==> config.mk <==
export PLATFORM = sky130hd
export DESIGN_NAME = refresh_rate
export DESIGN_NICKNAME = d
export VERILOG_FILES = /design/src/rtl/refresh_rate.sv
export SDC_FILE = /design/constraint.sdc
export NUM_CORES = 1
export LEC_CHECK = 0
export CAP_MARGIN = 20
export CORE_MARGIN = 2
export CORE_UTILIZATION = 35
export DETAILED_ROUTE_END_ITERATION = 10
export GPL_TIMING_DRIVEN = 0
export PLACE_DENSITY_LB_ADDON = 0.3
export SETUP_SLACK_MARGIN = 0.15
export SLEW_MARGIN = 0
export SYNTH_ARGS = -nofsm -noshare
export SYNTH_HDL_FRONTEND = slang
export SYNTH_SLANG_ARGS = --single-unit
==> constraint.sdc <==
create_clock -name clock -period 3.3 [get_ports clock]
set_input_delay 0.66 -clock clock [delete_from_list [all_inputs] [get_ports clock]]
set_output_delay 0.66 -clock clock [all_outputs]
set_load 0.005 [all_outputs]
==> src/rtl/refresh_rate.sv <==
// Frame-refresh strobe generator: divides `clock` down to REFRESH_RATE Hz using
// an integer period plus a remainder accumulator, so the long-run rate is exact.
module refresh_rate #(
  parameter int CLOCK_FREQ   = 50000000,
  parameter int REFRESH_RATE = 60,
  parameter int PULSE_CYCLES = 1
) (
  input  logic clock,
  input  logic reset,
  output logic refreshRate
);

  // Guarded copies keep the arithmetic and widths well-defined even when the
  // legality checks below fire, so the only report is the intended one.
  localparam int RR_SAFE = (REFRESH_RATE >= 1) ? REFRESH_RATE : 1;
  localparam int Q       = CLOCK_FREQ / RR_SAFE;
  localparam int R       = CLOCK_FREQ % RR_SAFE;
  localparam int Q_SAFE  = (Q >= 2) ? Q : 2;
  localparam int P_SAFE  = (PULSE_CYCLES >= 1) ? PULSE_CYCLES : 1;

  localparam int CW = $clog2(Q_SAFE + 1);
  localparam int AW = $clog2(RR_SAFE + 1);
  localparam int PW = $clog2(P_SAFE + 1);

  generate
    if (REFRESH_RATE < 1) begin : g_bad_rate
      $error("refresh_rate: REFRESH_RATE (%0d) must be >= 1", REFRESH_RATE);
    end
    if (Q < 2) begin : g_bad_period
      $error("refresh_rate: CLOCK_FREQ/REFRESH_RATE (%0d) must be >= 2", Q);
    end
    if (PULSE_CYCLES < 1 || PULSE_CYCLES > Q - 1) begin : g_bad_pulse
      $error("refresh_rate: PULSE_CYCLES (%0d) must be in 1..%0d", PULSE_CYCLES, Q - 1);
    end
  endgenerate

  logic [CW-1:0] count_q, count_d;
  logic [AW-1:0] acc_q, acc_d;
  logic [PW-1:0] pulse_cnt_q, pulse_cnt_d;
  logic          strobe_q, strobe_d;

  logic [AW:0]   acc_sum;
  logic          carry;
  logic [CW-1:0] last_cnt;
  logic          period_end;

  // The current period is one cycle longer whenever adding R to the running
  // remainder wraps past REFRESH_RATE; this puts period k's end at
  // floor(k * CLOCK_FREQ / REFRESH_RATE).
  always_comb begin
    acc_sum    = {1'b0, acc_q} + (AW+1)'(R);
    carry      = (acc_sum >= (AW+1)'(RR_SAFE));
    last_cnt   = CW'(Q_SAFE - 1) + CW'(carry);
    period_end = (count_q == last_cnt);
  end

  // NOTE: every next-state signal gets a default first, so no path through
  // this block leaves a value unassigned and no latch is inferred.
  always_comb begin
    count_d     = count_q;
    acc_d       = acc_q;
    pulse_cnt_d = pulse_cnt_q;
    strobe_d    = strobe_q;

    if (period_end) begin
      count_d     = '0;
      acc_d       = carry ? AW'(acc_sum - (AW+1)'(RR_SAFE)) : AW'(acc_sum);
      strobe_d    = 1'b1;
      pulse_cnt_d = PW'(P_SAFE - 1);
    end else begin
      count_d = count_q + CW'(1);
      if (pulse_cnt_q != '0) begin
        pulse_cnt_d = pulse_cnt_q - PW'(1);
      end else begin
        strobe_d = 1'b0;
      end
    end
  end

  // NOTE: state registers use non-blocking assignments so every flop samples
  // the pre-edge value of every other flop, matching real hardware.
  always_ff @(posedge clock) begin
    if (reset) begin
      count_q     <= '0;
      acc_q       <= '0;
      pulse_cnt_q <= '0;
      strobe_q    <= 1'b0;
    end else begin
      count_q     <= count_d;
      acc_q       <= acc_d;
      pulse_cnt_q <= pulse_cnt_d;
      strobe_q    <= strobe_d;
    end
  end

  assign refreshRate = strobe_q;

endmodule

## Yosys cells after proc, flatten, opt, wreduce, memory -nomap -nowiden

Index checks and enable logic that the tools add are counted.

- Add/sub/neg operators: 5
- $lt $le $gt $ge: 1
- Equal/unequal tests: 2
- Mux-type cells: 3
- Bitwise gates (word level): 1
- Reduce and logical (&&, ||, !) cells: 2

Operator list:

| kind | number |
|---|---|
| $add A19 B2 Y20 const A | 1 |
| $add A20 B1 Y20 const B | 1 |
| $eq A20 B20 Y1 | 1 |
| $add A6 B5 Y7 const B | 1 |
| $ge A7 B6 Y1 const B | 1 |
| $mux W6 | 1 |
| $sub A6 B6 Y6 const B | 1 |
| $reduce_or A3 Y1 | 1 |
| $mux W1 | 2 |
| $ne A2 B1 Y1 const B | 1 |
| $reduce_or A2 Y1 | 1 |
| $not A1 Y1 | 1 |
| $sub A1 B1 Y1 const B | 1 |

- Register bits after elaboration: 28
- Input bits: 2
- Output and inout bits: 1
- Word-level logic and storage cells: 18

## Logic depth before layout (Yosys ltp)

Gate-level depths: netlist of run 1.

- Depth in word-level cells: 5
- Gate-level depth with buffers: 11

## Worst setup path before layout of run 1

Ideal clock, no wire load.

- Path kind: reg-to-reg
- Start: reg acc_q[2]
- End: reg count_q[3]
- Arrival: 2.300 ns
- Required time: 3.238 ns
- Setup slack: 0.938 ns
- Cell stages (with the launch flop): 11
- Path through: dfxtp_1 -> inv_1 -> ha_1 -> o21ba_2 -> nor3_1 -> nor3b_4 -> mux2i_4 -> or2_1 -> buf_6 -> buf_12 -> nor2_4

- Longest elaborated chain between the ends: 5

Ends and longest elaborated chain:

| what | RTL line | RTL |
|---|---|---|
| start, declared | 38 | `logic [AW-1:0] acc_q, acc_d;` |
| start signal, assigned | 85 | `acc_q <= '0;` |
| start signal, assigned | 90 | `acc_q <= acc_d;` |
| $add A6 B5 Y7 | 51 | `acc_sum = {1'b0, acc_q} + (AW+1)'(R);` |
| $ge A7 B6 Y1 | 52 | `carry = (acc_sum >= (AW+1)'(RR_SAFE));` |
| $add A19 B2 Y20 | 53 | `last_cnt = CW'(Q_SAFE - 1) + CW'(carry);` |
| $eq A20 B20 Y1 | 54 | `period_end = (count_q == last_cnt);` |
| $reduce_or A2 Y1 (no source line) | -- |  |
| end signal, assigned | 89 | `count_q <= count_d;` |
| end, declared | 37 | `logic [CW-1:0] count_q, count_d;` |

Every way passes these cells.
A chain may end at the register's enable or synchronous reset.

## Final worst setup path of run 1

- Start: reg acc_q[2]
- End: reg count_q[2]

Same word-level chain as after synthesis.

==> impl_results.html, run 1 <==
<table>
<tr><th>Metric</th><th>Value</th></tr>
<tr><th colspan="2">Synthesis</th></tr>
<tr><td>Number of enable flip-flop cells after synthesis</td><td>0</td></tr>
<tr><td>Post-synthesis xor/xnor area fraction</td><td>11.3%</td></tr>
<tr><td>Mapped Cells</td><td>162</td></tr>
<tr><td>Area of the mapped netlist</td><td>0.00147 mm²</td></tr>
<tr><td>Main combinational cell family by area after synthesis</td><td>simple AND/OR/NAND/NOR gates</td></tr>
<tr><td>Mean area per synthesized cell</td><td>9.07 µm²</td></tr>
<tr><td>Area fraction in and, or, nand and nor cells after synthesis</td><td>34.4%</td></tr>
<tr><td>Predominant post-synthesis flop cell</td><td>sky130_fd_sc_hd__dfxtp_1</td></tr>
<tr><td>Syn_nets</td><td>168</td></tr>
<tr><td>Multiplexer share of the synthesized area</td><td>2.90%</td></tr>
<tr><td>Fraction of the mapped netlist area in compound gates</td><td>7.16%</td></tr>
<tr><td>Distinct cell type count of the synthesized netlist</td><td>42</td></tr>
<tr><td>Post-synthesis sequential element count</td><td>26</td></tr>
<tr><td>Share of synthesized area occupied by flip-flops and latches</td><td>35.4%</td></tr>
<tr><td>Adder-cell share of the synthesized area</td><td>3.41%</td></tr>
<tr><td>Ys Warns</td><td>0</td></tr>
<tr><td>Ys async rst share</td><td>0%</td></tr>
<tr><th colspan="2">Setup path</th></tr>
<tr><td>Number of cells on the worst reg-to-reg path</td><td>10</td></tr>
<tr><td>Register-to-Register Setup Slack</td><td>630 ps</td></tr>
<tr><td>Launching element type of the critical path</td><td>flop</td></tr>
<tr><td>Critical path data arrival time</td><td>2840 ps</td></tr>
<tr><td>R2r endpoint</td><td>count_q[2]</td></tr>
<tr><td>Critical path start-end classification</td><td>reg2reg</td></tr>
<tr><td>Endpoint kind of the worst setup timing path</td><td>flop</td></tr>
<tr><td>Worst-path maximum fanout</td><td>10</td></tr>
<tr><td>Reg-to-reg startpoint</td><td>acc_q[2]</td></tr>
<tr><td>Required time reported for the critical path endpoint</td><td>3470 ps</td></tr>
<tr><th colspan="2">Route</th></tr>
<tr><td>DRC marker count from the first detailed-route iteration</td><td>55</td></tr>
<tr><td>Number of vias in the routed layout</td><td>1,099</td></tr>
<tr><td>Drt first pass iters</td><td>4</td></tr>
<tr><td>Via density</td><td>5.06</td></tr>
<tr><td>Total detailed-routing wirelength</td><td>2.67 mm</td></tr>
<tr><td>Residual antenna-violating net count after detailed routing</td><td>0</td></tr>
<tr><td># DRC</td><td>0</td></tr>
<tr><td>Detail-routed net length per standard cell</td><td>12.3 µm</td></tr>
<tr><th colspan="2">Timing</th></tr>
<tr><td>Finish-stage setup viols</td><td>0</td></tr>
<tr><td>Max-slew violation count</td><td>0</td></tr>
<tr><td>Final WS setup</td><td>628 ps</td></tr>
<tr><td>Tmin final</td><td>2670 ps</td></tr>
<tr><td>Hold Vio Cnt, Final</td><td>0</td></tr>
<tr><td>Setup repair after global routing missed its margin</td><td>no</td></tr>
<tr><td>Final worst path period share</td><td>81.0%</td></tr>
<tr><td>Fin Clk Skew</td><td>3.80 ps</td></tr>
<tr><td>Max frequency</td><td>0.374 GHz</td></tr>
<tr><td>Post-route setup TNS</td><td>0 ps</td></tr>
<tr><th colspan="2">Global routing</th></tr>
<tr><td>Antenna violations before repair</td><td>0</td></tr>
<tr><td>Pin count of the biggest net entering global routing</td><td>15</td></tr>
<tr><td>Number of global-route vias before repair</td><td>1,115</td></tr>
<tr><td>Wire length of the first global-routing pass</td><td>4.84 mm</td></tr>
<tr><td>Global-route congestion overflow total</td><td>0</td></tr>
<tr><td>Total global routing track utilization</td><td>13.9%</td></tr>
<tr><th colspan="2">Final layout</th></tr>
<tr><td>Antenna diodes</td><td>0</td></tr>
<tr><td>Leading cell types in the layout, fill and taps excluded</td><td>sky130_fd_sc_hd__dfxtp_1 (26), sky130_fd_sc_hd__nor2_1 (24), sky130_fd_sc_hd__nand3_1 (11), sky130_fd_sc_hd__xnor2_1 (11), sky130_fd_sc_hd__nor2_4 (9)</td></tr>
<tr><td>Nets</td><td>174</td></tr>
<tr><td>Leading cell type in the layout, fill and taps excluded</td><td>sky130_fd_sc_hd__dfxtp_1</td></tr>
<tr><td>Area grow syn2layout</td><td>8.69%</td></tr>
<tr><td>Fraction of layout instances using a drive strength above 1</td><td>15.0%</td></tr>
<tr><th colspan="2">Place</th></tr>
<tr><td>Final RePlAce weighted congestion</td><td>0.839</td></tr>
<tr><td>HPWL after detailed placement</td><td>1.99 mm</td></tr>
<tr><td>Buffers added on ports</td><td>1</td></tr>
<tr><td>Worst setup slack before clock tree synthesis</td><td>637 ps</td></tr>
<tr><th colspan="2">Min path</th></tr>
<tr><td>Hold-critical path endpoint</td><td>refreshRate</td></tr>
<tr><td>Min-delay worst type</td><td>reg2reg</td></tr>
<tr><td>Worst hold path depth</td><td>2</td></tr>
<tr><td>Start point of the worst hold path</td><td>pulse_cnt_q</td></tr>
<tr><th colspan="2">Clock tree</th></tr>
<tr><td>Count of H-tree levels built during CTS</td><td>1</td></tr>
<tr><td>Root buffer cell</td><td>sky130_fd_sc_hd__clkbuf_8</td></tr>
<tr><td>Maximum number of buffers from clock root to sink</td><td>2</td></tr>
<tr><td>Later-pin clock latency in the skew report</td><td>270 ps</td></tr>
<tr><td>Clock-pin slew on the worst setup and hold paths</td><td>80 ps</td></tr>
<tr><td>TritonCTS buffer count</td><td>3</td></tr>
<tr><td>Post-CTS Setup Repair Bufs</td><td>0</td></tr>
<tr><td>Clock tree from TritonCTS</td><td>done</td></tr>
<tr><td>Count of hold-fix buffers inserted at cts</td><td>0</td></tr>
<tr><td>Number of resized instances in the post-cts repair step</td><td>0</td></tr>
<tr><td>CTS sink count</td><td>26</td></tr>
<tr><th colspan="2">Power</th></tr>
<tr><td>Internal portion of total power</td><td>0.435 mW</td></tr>
<tr><td>Switching power as a share of total power</td><td>21.0%</td></tr>
<tr><td>LEAKAGE</td><td>0.497 nW</td></tr>
<tr><td>Power Density</td><td>345 mW/mm²</td></tr>
<tr><td>Clock network power share</td><td>36.7%</td></tr>
<tr><td>Sequential group share of total power</td><td>58.7%</td></tr>
<tr><td>Worst supply voltage drop on vdd</td><td>0.221 mV</td></tr>
<tr><td>Combinational Power Share</td><td>4.6%</td></tr>
<tr><td>Power spent charging and discharging nets</td><td>0.116 mW</td></tr>
<tr><th colspan="2">Floorplanning</th></tr>
<tr><td>Core Box Area</td><td>0.00403 mm²</td></tr>
<tr><td>Effective utilization at floorplan</td><td>36.5%</td></tr>
<tr><td>Overall die area</td><td>0.00473 mm²</td></tr>
<tr><td>Die Y-Extent</td><td>68.8 µm</td></tr>
<tr><td>Die width</td><td>68.8 µm</td></tr>
<tr><td>Top-Level Pins</td><td>3</td></tr>
<tr><td>Row count</td><td>23</td></tr>
<tr><th colspan="2">Outcome</th></tr>
<tr><td>Outcome</td><td>complete, no violations</td></tr>
<tr><th colspan="2">Job</th></tr>
<tr><td>MaxCap Viol Count</td><td>0</td></tr>
</table>
## power by group through the flow
stage	logic [mW]	clock network, mW	registers (mW)
floorplan	0.0227	0	0.329
detailed placement	0.0259	0	0.331
global route	0.0288	0.229	0.324
global placement	0.0254	0	0.330
CTS	0.0259	0.215	0.323
finish	0.0255	0.202	0.323
## cells by family after synthesis
logic type	after synthesis
AO/OA/AOI/OAI	15
XOR/XNOR	19
adder cells (fa/ha/maj)	4
buffers and inverters	13
flip-flops	26
multiplexers	3
other	1
AND/OR/NAND/NOR	81
## metrics by stage
| step | hold WS (ps) | instance area (µm²) | instances | utilization (%) | power [mW] |
|---|---|---|---|---|---|
| 3_5_place_dp | 457 | 1540 | 213 | 38.3 | 0.356 |
| 3_3_place_gp | 448 | 1540 | 213 | 38.3 | 0.356 |
| 5_1_grt | 501 | 1600 | 217 | 39.6 | 0.582 |
| 4_1_cts | 479 | 1600 | 217 | 39.6 | 0.564 |
| 2_1_floorplan | 438 | 1470 | 162 | - | 0.352 |
| 6_report | 468 | 1600 | 217 | 39.6 | 0.551 |
## worst max-delay path: stages, from the launching register on
cell	delay [ps]
sky130_fd_sc_hd__dfxtp_1	470
sky130_fd_sc_hd__inv_1	150
sky130_fd_sc_hd__ha_1	410
sky130_fd_sc_hd__o21ba_2	200
sky130_fd_sc_hd__o21ai_1	110
sky130_fd_sc_hd__nor3b_4	290
sky130_fd_sc_hd__mux2i_4	400
sky130_fd_sc_hd__or2_1	170
sky130_fd_sc_hd__buf_6	150
sky130_fd_sc_hd__buf_12	170
sky130_fd_sc_hd__nor2_4	50
## routing by layer
layer | part of all wire (%) | vias to the layer above | GRT usage, %
met5 | 0 | - | 0
met4 | 2.5 | 0 | 8.09
met3 | 2.5 | 5 | 2.44
met2 | 53 | 11 | 25.2
met1 | 42 | 522 | 15.1
li1 | - | 561 | -
## state kept, by name, indices dropped and copies added, names as in the netlist
| register | cells |
|---|---|
| count_q | 20 |
| refreshRate | 1 |
| acc_q | 4 |
| pulse_cnt_q | 1 |
## Yosys cell counts, types with 2 or more instances
| cell type | number | share of area (%) |
|---|---|---|
| sky130_fd_sc_hd__and3_1 | 2 | 0.85 |
| sky130_fd_sc_hd__clkbuf_1 | 2 | 0.51 |
| sky130_fd_sc_hd__xnor2_1 | 11 | 6.6 |
| sky130_fd_sc_hd__dfxtp_1 | 26 | 35 |
| sky130_fd_sc_hd__nor2_1 | 24 | 6.1 |
| sky130_fd_sc_hd__nor3_1 | 7 | 2.4 |
| sky130_fd_sc_hd__nand2_1 | 8 | 2.0 |
| sky130_fd_sc_hd__nand2b_1 | 3 | 1.3 |
| sky130_fd_sc_hd__a21oi_1 | 6 | 2.0 |
| sky130_fd_sc_hd__nand4_1 | 4 | 1.7 |
| sky130_fd_sc_hd__xor2_1 | 8 | 4.8 |
| sky130_fd_sc_hd__and4_1 | 2 | 1.2 |
| sky130_fd_sc_hd__buf_2 | 2 | 0.68 |
| sky130_fd_sc_hd__ha_1 | 4 | 3.4 |
| sky130_fd_sc_hd__nor2_4 | 9 | 6.9 |
| sky130_fd_sc_hd__mux2i_1 | 2 | 1.4 |
| sky130_fd_sc_hd__inv_1 | 7 | 1.8 |
| sky130_fd_sc_hd__nand3_1 | 11 | 3.7 |
## how the worst max path moves through the flow
stage,from,endpoint,slack [ps],cells past startpoint
after global routing,acc_q[2],count_q[2],390,10
after CTS,acc_q[2],count_q[18],610,10
after detailed placement,acc_q[2],count_q[2],640,10
after global placement,acc_q[2],count_q[18],720,10
final,acc_q[2],count_q[2],630,10
after floorplan,acc_q[2],count_q[3],940,10
## area by class of cell
class | instances | area, µm²
plain buffers | 6 | 48.8
clock buffers | 4 | 55.1
fillers | 408 | 2430
inverters | 7 | 26.3
multi-input cells | 123 | 873
flip-flops and latches | 26 | 520
well taps | 50 | 62.6
repair buffers | 1 | 10.0
Note: power is estimated with default switching activity, not from simulation.
==> inputs of run 2 (changes only) <==
==> constraint.sdc (replaced) <==
create_clock -name clock -period 2.7 [get_ports clock]
set_input_delay 0.54 -clock clock [delete_from_list [all_inputs] [get_ports clock]]
set_output_delay 0.54 -clock clock [all_outputs]
set_load 0.005 [all_outputs]
==> impl_results.html, run 2 (synthesized netlist as in run 1, its figures left out) <==
<table>
<tr><th>Metric</th><th>Value</th></tr>
<tr><th colspan="2">Min path</th></tr>
<tr><td>Min-delay worst type</td><td>reg2reg</td></tr>
<tr><th colspan="2">Clock tree</th></tr>
<tr><td>CTS sink count</td><td>26</td></tr>
<tr><td>Maximum number of buffers from clock root to sink</td><td>2</td></tr>
<tr><td>Later-pin clock latency in the skew report</td><td>270 ps</td></tr>
<tr><td>Count of H-tree levels built during CTS</td><td>1</td></tr>
<tr><td>Root buffer cell</td><td>sky130_fd_sc_hd__clkbuf_8</td></tr>
<tr><td>Clock-pin slew on the worst setup and hold paths</td><td>80 ps</td></tr>
<tr><td>Clock tree from TritonCTS</td><td>done</td></tr>
<tr><td>TritonCTS buffer count</td><td>3</td></tr>
<tr><th colspan="2">Place</th></tr>
<tr><td>Cell Area, Placed</td><td>0.00154 mm²</td></tr>
<tr><td>Worst setup slack before clock tree synthesis</td><td>37.5 ps</td></tr>
<tr><td>HPWL after detailed placement</td><td>1.99 mm</td></tr>
<tr><td>Final RePlAce weighted congestion</td><td>0.839</td></tr>
<tr><td>Buffers added on ports</td><td>1</td></tr>
<tr><th colspan="2">Outcome</th></tr>
<tr><td>Outcome</td><td>complete, no violations</td></tr>
<tr><th colspan="2">Setup path</th></tr>
<tr><td>Slowest cell on crit path</td><td>sky130_fd_sc_hd__dfxtp_4</td></tr>
<tr><td>Critical Path, Cell by Cell</td><td>inv_1 &gt; ha_2 &gt; o21ba_2 &gt; o21ai_1 &gt; nor3b_4 &gt; mux2i_4 &gt; or2_1 &gt; buf_6 &gt; buf_12 &gt; nor2_4</td></tr>
<tr><td>Worst-path maximum fanout</td><td>10</td></tr>
<tr><td>Critical path data arrival time</td><td>2550 ps</td></tr>
<tr><td>Required time reported for the critical path endpoint</td><td>2870 ps</td></tr>
<tr><td>Launching element type of the critical path</td><td>flop</td></tr>
<tr><td>Critical path's top delay family</td><td>simple AND/OR/NAND/NOR gates</td></tr>
<tr><td>Critical path start-end classification</td><td>reg2reg</td></tr>
<tr><td>Delay of the slowest cell on the worst path</td><td>390 ps</td></tr>
<tr><td>Endpoint kind of the worst setup timing path</td><td>flop</td></tr>
<tr><td>Bufs and invs on worst path</td><td>3</td></tr>
<tr><th colspan="2">Final layout</th></tr>
<tr><td>Nets</td><td>176</td></tr>
<tr><td>Antenna diodes</td><td>0</td></tr>
<tr><td>Number of flip-flops under the largest register name</td><td>20</td></tr>
<tr><td>Area occupied by multi-input gates</td><td>881 µm²</td></tr>
<tr><td>Top Registers</td><td>count_q x20, acc_q x4</td></tr>
<tr><td>Final cell utilization of the core</td><td>40.3%</td></tr>
<tr><td>Fill cell count</td><td>405</td></tr>
<tr><td>Leading cell types in the layout, fill and taps excluded</td><td>sky130_fd_sc_hd__dfxtp_1 (25), sky130_fd_sc_hd__nor2_1 (24), sky130_fd_sc_hd__nand3_1 (11), sky130_fd_sc_hd__xnor2_1 (11), sky130_fd_sc_hd__nor2_4 (9)</td></tr>
<tr><td>Leading cell type in the layout, fill and taps excluded</td><td>sky130_fd_sc_hd__dfxtp_1</td></tr>
<tr><td>Final design instance area without fill</td><td>0.00162 mm²</td></tr>
<tr><td>Fraction of layout instances using a drive strength above 1</td><td>17.8%</td></tr>
<tr><td>Area grow syn2layout</td><td>10.5%</td></tr>
<tr><td>Largest register by flop count</td><td>count_q</td></tr>
<tr><td>Sequential cell area</td><td>524 µm²</td></tr>
<tr><th colspan="2">Timing</th></tr>
<tr><td>Hold Vio Cnt, Final</td><td>0</td></tr>
<tr><td>Max frequency</td><td>0.419 GHz</td></tr>
<tr><td>Setup repair after global routing missed its margin</td><td>no</td></tr>
<tr><td>Tmin final</td><td>2390 ps</td></tr>
<tr><td>Hold slack</td><td>468 ps</td></tr>
<tr><td>Max-slew violation count</td><td>0</td></tr>
<tr><td>Finish-stage setup viols</td><td>0</td></tr>
<tr><td>Final worst path period share</td><td>88.5%</td></tr>
<tr><td>Post-route setup TNS</td><td>0 ps</td></tr>
<tr><td>Fin Clk Skew</td><td>3.67 ps</td></tr>
<tr><td>Final WS setup</td><td>311 ps</td></tr>
<tr><th colspan="2">Global routing</th></tr>
<tr><td>Number of global-route vias before repair</td><td>1,130</td></tr>
<tr><td>Antenna violations before repair</td><td>0</td></tr>
<tr><td>Pin count of the biggest net entering global routing</td><td>15</td></tr>
<tr><td>Global-route congestion overflow total</td><td>0</td></tr>
<tr><td>Total global routing track utilization</td><td>14.2%</td></tr>
<tr><td>Wire length of the first global-routing pass</td><td>4.93 mm</td></tr>
<tr><th colspan="2">Route</th></tr>
<tr><td>Total detailed-routing wirelength</td><td>2.74 mm</td></tr>
<tr><td>Residual antenna-violating net count after detailed routing</td><td>0</td></tr>
<tr><td>Number of vias in the routed layout</td><td>1,113</td></tr>
<tr><td>Detail-routed net length per standard cell</td><td>12.5 µm</td></tr>
<tr><td>DRC marker count from the first detailed-route iteration</td><td>52</td></tr>
<tr><td>Drt first pass iters</td><td>4</td></tr>
<tr><td>Via density</td><td>5.08</td></tr>
<tr><td># DRC</td><td>0</td></tr>
<tr><th colspan="2">Floorplanning</th></tr>
<tr><td>Die width</td><td>68.8 µm</td></tr>
<tr><td>Die Y-Extent</td><td>68.8 µm</td></tr>
<tr><td>Core Box Area</td><td>0.00403 mm²</td></tr>
<tr><td>Top-Level Pins</td><td>3</td></tr>
<tr><td>Overall die area</td><td>0.00473 mm²</td></tr>
<tr><td>Effective utilization at floorplan</td><td>36.5%</td></tr>
<tr><td>Row count</td><td>23</td></tr>
<tr><th colspan="2">Power</th></tr>
<tr><td>Worst supply voltage drop on vdd</td><td>0.270 mV</td></tr>
<tr><td>LEAKAGE</td><td>0.506 nW</td></tr>
<tr><td>Power Density</td><td>414 mW/mm²</td></tr>
<tr><th colspan="2">Job</th></tr>
<tr><td>MaxCap Viol Count</td><td>0</td></tr>
</table>
-- run 2: cell types whose count changed in the layout (fill, tap and decap cells not counted) --
cell,delta
sky130_fd_sc_hd__dfxtp_4,+1
sky130_fd_sc_hd__ha_1,-1
sky130_fd_sc_hd__ha_2,+1
sky130_fd_sc_hd__buf_4,+2
sky130_fd_sc_hd__nor3_1,-1
sky130_fd_sc_hd__nor3_2,+1
sky130_fd_sc_hd__dfxtp_1,-1
-- run 2: report_power, final --
part	internal [mW]	total [mW]	switching, mW
sequential	0.387	0.394	0.00730
clock	0.130	0.247	0.117
combinational	0.0137	0.0310	0.0173
-- run 2: per-layer routing --
metal	share of wire [%]	up-vias	GRT usage, %
met3	3.1	5	2.44
met1	42	527	15.4
met2	52	17	25.8
met5	0	-	0
li1	-	564	-
met4	2.4	0	8.09
-- run 2: cell type report --
cell class / instances / area share, %
buffer: 6 / 3.01
clock buffer: 4 / 3.39
inverter: 7 / 1.62
multi-input combinational: 123 / 54.3
sequential: 26 / 32.3
tap: 50 / 3.86
timing repair buffer: 3 / 1.54
-- run 2: through the flow --
step	instances	total power, mW
floorplan	162	0.430
global placement	213	0.435
detailed placement	213	0.436
CTS	218	0.690
global route	219	0.710
finish	219	0.672
-- run 2: worst min-delay path: cells and delay by family (launching register included) --
kind            cells  cell delay [ps]
flops               1              310
simple gates        1               70
compound gates      1               60
-- run 2: worst paths after layout --
check           endpoint   startpoint  depth (start not counted)  slack, ps
max reg2reg   count_q[2]     acc_q[2]                         10        310
min          refreshRate  pulse_cnt_q                          2        470
min reg2reg  refreshRate  pulse_cnt_q                          2        470
max           count_q[2]     acc_q[2]                         10        310
-- run 2: what timing repair did --
action	4_1_cts	5_1_grt
resized for setup	1	3
pin swaps	0	1
setup buffers	1	1
hold buffers	0	0
endpoints found under the setup margin	10	21
==> inputs of run 3 (changes only) <==
--- a/config.mk
+++ b/config.mk
@@ -6,7 +6,7 @@
 export NUM_CORES = 1
 export LEC_CHECK = 0
 export CAP_MARGIN = 20
-export CORE_MARGIN = 2
+export CORE_MARGIN = 1.5
 export CORE_UTILIZATION = 35
 export DETAILED_ROUTE_END_ITERATION = 10
 export GPL_TIMING_DRIVEN = 0
@@ -16,3 +16,4 @@
 export SYNTH_ARGS = -nofsm -noshare
 export SYNTH_HDL_FRONTEND = slang
 export SYNTH_SLANG_ARGS = --single-unit
+export TNS_END_PERCENT = 1
==> impl_results.html, run 3 (synthesized netlist as in run 1, its figures left out) <==
<table>
<tr><th>Metric</th><th>Value</th></tr>
<tr><th colspan="2">Route</th></tr>
<tr><td># DRC</td><td>0</td></tr>
<tr><td>Residual antenna-violating net count after detailed routing</td><td>0</td></tr>
<tr><td>Total detailed-routing wirelength</td><td>2.80 mm</td></tr>
<tr><td>Via density</td><td>5.06</td></tr>
<tr><td>Number of vias in the routed layout</td><td>1,108</td></tr>
<tr><td>Drt first pass iters</td><td>4</td></tr>
<tr><td>DRC marker count from the first detailed-route iteration</td><td>33</td></tr>
<tr><td>Detail-routed net length per standard cell</td><td>12.8 µm</td></tr>
<tr><th colspan="2">Power</th></tr>
<tr><td>Power Density</td><td>414 mW/mm²</td></tr>
<tr><td>Sequential group share of total power</td><td>58.5%</td></tr>
<tr><td>Combinational Power Share</td><td>4.7%</td></tr>
<tr><td>Clock network power share</td><td>36.8%</td></tr>
<tr><td>Internal portion of total power</td><td>0.532 mW</td></tr>
<tr><td>Power spent charging and discharging nets</td><td>0.143 mW</td></tr>
<tr><td>Worst supply voltage drop on vdd</td><td>0.226 mV</td></tr>
<tr><td>Switching power as a share of total power</td><td>21.2%</td></tr>
<tr><td>LEAKAGE</td><td>0.508 nW</td></tr>
<tr><th colspan="2">Outcome</th></tr>
<tr><td>Outcome</td><td>complete, no violations</td></tr>
<tr><th colspan="2">Timing</th></tr>
<tr><td>Max frequency</td><td>0.427 GHz</td></tr>
<tr><td>Max-slew violation count</td><td>0</td></tr>
<tr><td>Post-route setup TNS</td><td>0 ps</td></tr>
<tr><td>Hold Vio Cnt, Final</td><td>0</td></tr>
<tr><td>Finish-stage setup viols</td><td>0</td></tr>
<tr><td>Hold slack</td><td>470 ps</td></tr>
<tr><td>Fin Clk Skew</td><td>1.95 ps</td></tr>
<tr><td>Setup repair after global routing missed its margin</td><td>no</td></tr>
<tr><td>Tmin final</td><td>2340 ps</td></tr>
<tr><td>Final WS setup</td><td>356 ps</td></tr>
<tr><td>Final worst path period share</td><td>86.8%</td></tr>
<tr><th colspan="2">Clock tree</th></tr>
<tr><td>Clock tree from TritonCTS</td><td>done</td></tr>
<tr><td>TritonCTS buffer count</td><td>3</td></tr>
<tr><td>Clock-pin slew on the worst setup and hold paths</td><td>90 ps</td></tr>
<tr><td>CTS sink count</td><td>26</td></tr>
<tr><td>Later-pin clock latency in the skew report</td><td>270 ps</td></tr>
<tr><td>Count of H-tree levels built during CTS</td><td>1</td></tr>
<tr><td>Count of hold-fix buffers inserted at cts</td><td>0</td></tr>
<tr><td>Root buffer cell</td><td>sky130_fd_sc_hd__clkbuf_8</td></tr>
<tr><td>Maximum number of buffers from clock root to sink</td><td>2</td></tr>
<tr><th colspan="2">Setup path</th></tr>
<tr><td>Critical path start-end classification</td><td>reg2reg</td></tr>
<tr><td>Slowest cell on crit path</td><td>sky130_fd_sc_hd__dfxtp_2</td></tr>
<tr><td>Critical Path, Cell by Cell</td><td>inv_1 &gt; ha_4 &gt; o21ba_2 &gt; o21ai_1 &gt; nor3b_4 &gt; mux2i_4 &gt; or2_1 &gt; buf_6 &gt; buf_12 &gt; nor2_4</td></tr>
<tr><td>Endpoint kind of the worst setup timing path</td><td>flop</td></tr>
<tr><td>Worst setup startpoint</td><td>acc_q[2]</td></tr>
<tr><td>Delay of the slowest cell on the worst path</td><td>410 ps</td></tr>
<tr><td>Reg-to-reg startpoint</td><td>acc_q[2]</td></tr>
<tr><td>Critical path data arrival time</td><td>2510 ps</td></tr>
<tr><td>Required time reported for the critical path endpoint</td><td>2860 ps</td></tr>
<tr><td>Critical path's top delay family</td><td>buffers and inverters</td></tr>
<tr><td>Launching element type of the critical path</td><td>flop</td></tr>
<tr><td>Worst-path maximum fanout</td><td>10</td></tr>
<tr><td>Bufs and invs on worst path</td><td>3</td></tr>
<tr><th colspan="2">Place</th></tr>
<tr><td>HPWL after detailed placement</td><td>2.03 mm</td></tr>
<tr><td>Final RePlAce weighted congestion</td><td>0.778</td></tr>
<tr><td>Worst setup slack before clock tree synthesis</td><td>32.0 ps</td></tr>
<tr><td>Buffers added on ports</td><td>1</td></tr>
<tr><td>Post-Place Cells</td><td>213</td></tr>
<tr><th colspan="2">Floorplanning</th></tr>
<tr><td>Die Y-Extent</td><td>67.8 µm</td></tr>
<tr><td>Top-Level Pins</td><td>3</td></tr>
<tr><td>Core Box Area</td><td>0.00403 mm²</td></tr>
<tr><td>Die width</td><td>67.8 µm</td></tr>
<tr><td>Row count</td><td>23</td></tr>
<tr><td>Effective utilization at floorplan</td><td>36.5%</td></tr>
<tr><td>Overall die area</td><td>0.00459 mm²</td></tr>
<tr><th colspan="2">Min path</th></tr>
<tr><td>Start point of the worst hold path</td><td>pulse_cnt_q</td></tr>
<tr><td>Min-delay worst type</td><td>reg2reg</td></tr>
<tr><th colspan="2">Final layout</th></tr>
<tr><td>Area grow syn2layout</td><td>11.0%</td></tr>
<tr><td>Number of flip-flops under the largest register name</td><td>20</td></tr>
<tr><td>Antenna diodes</td><td>0</td></tr>
<tr><td>Leading cell types in the layout, fill and taps excluded</td><td>sky130_fd_sc_hd__dfxtp_1 (25), sky130_fd_sc_hd__nor2_1 (24), sky130_fd_sc_hd__nand3_1 (11), sky130_fd_sc_hd__xnor2_1 (11), sky130_fd_sc_hd__nor2_4 (9)</td></tr>
<tr><td>Layout Cells excl Fill</td><td>219</td></tr>
<tr><td>Leading cell type in the layout, fill and taps excluded</td><td>sky130_fd_sc_hd__dfxtp_1</td></tr>
<tr><td>Top Registers</td><td>count_q x20, acc_q x4</td></tr>
<tr><td>Fraction of layout instances using a drive strength above 1</td><td>17.8%</td></tr>
<tr><td>Largest register by flop count</td><td>count_q</td></tr>
<tr><td>Nets</td><td>176</td></tr>
<tr><th colspan="2">Global routing</th></tr>
<tr><td>Total global routing track utilization</td><td>13.8%</td></tr>
<tr><td>Antenna violations before repair</td><td>0</td></tr>
<tr><td>Global-route congestion overflow total</td><td>0</td></tr>
<tr><td>Wire length of the first global-routing pass</td><td>4.75 mm</td></tr>
<tr><td>Fraction of met3 tracks used by global routing</td><td>2.00%</td></tr>
<tr><td>Met1 Use GR</td><td>15.0%</td></tr>
<tr><td>Number of global-route vias before repair</td><td>1,079</td></tr>
<tr><td>Global routing usage on met2</td><td>26.2%</td></tr>
<tr><td>GRT busiest layer</td><td>met2</td></tr>
<tr><td>Pin count of the biggest net entering global routing</td><td>15</td></tr>
<tr><th colspan="2">Job</th></tr>
<tr><td>MaxCap Viol Count</td><td>0</td></tr>
</table>
## run 3: metal layers
metal / wire length [µm] / share of wire, %
met1: 1280 / 46
met2: 1430 / 51
met3: 38 / 1.4
met4: 48 / 1.7
met5: 0 / 0
## run 3: worst min-delay path: cells and delay by family, from the launching register on
family / cells / cell delay, ps
flops: 1 / 310
compound gates: 1 / 60
simple gates: 1 / 70
## run 3: through the flow
step | util [%] | power [mW] | instance area (µm²)
2_1_floorplan | - | 0.430 | 1470
3_3_place_gp | 38.3 | 0.435 | 1540
3_5_place_dp | 38.3 | 0.436 | 1540
4_1_cts | 39.9 | 0.684 | 1610
5_1_grt | 40.5 | 0.710 | 1630
6_report | 40.5 | 0.675 | 1630
## run 3: final cells by class
| class | count | area (µm²) |
|---|---|---|
| Clock buffer | 4 | 55.1 |
| Tap cell | 50 | 62.6 |
| Sequential cell | 26 | 522 |
| Multi-Input combinational cell | 123 | 891 |
| Fill cell | 408 | 2400 |
| Inverter | 7 | 26.3 |
| Buffer | 6 | 48.8 |
| Timing Repair Buffer | 3 | 25.0 |
## run 3: final timing paths
check | endpoint | slack, ps | cells after the start
worst min register to register | refreshRate | 470 | 2
worst max-delay path | count_q[18] | 360 | 10
worst max register to register | count_q[18] | 360 | 10
worst min-delay path | refreshRate | 470 | 2
## run 3: what timing repair did
| action | 4_1_cts | 5_1_grt |
|---|---|---|
| hold endpoints to repair | 0 | 0 |
| pin swaps | 0 | 1 |
| cloned | 0 | 0 |
| resized for setup | 1 | 2 |
| endpoints found under the setup margin | 10 | 12 |
| setup buffers | 1 | 1 |
## run 3: power by group through the flow
stage	sequential, mW	clock [mW]	combinational [mW]
after floorplan	0.402	0	0.0278
after global placement	0.404	0	0.0313
after detailed placement	0.404	0	0.0320
after CTS	0.395	0.257	0.0319
after global routing	0.396	0.280	0.0342
final	0.395	0.248	0.0314
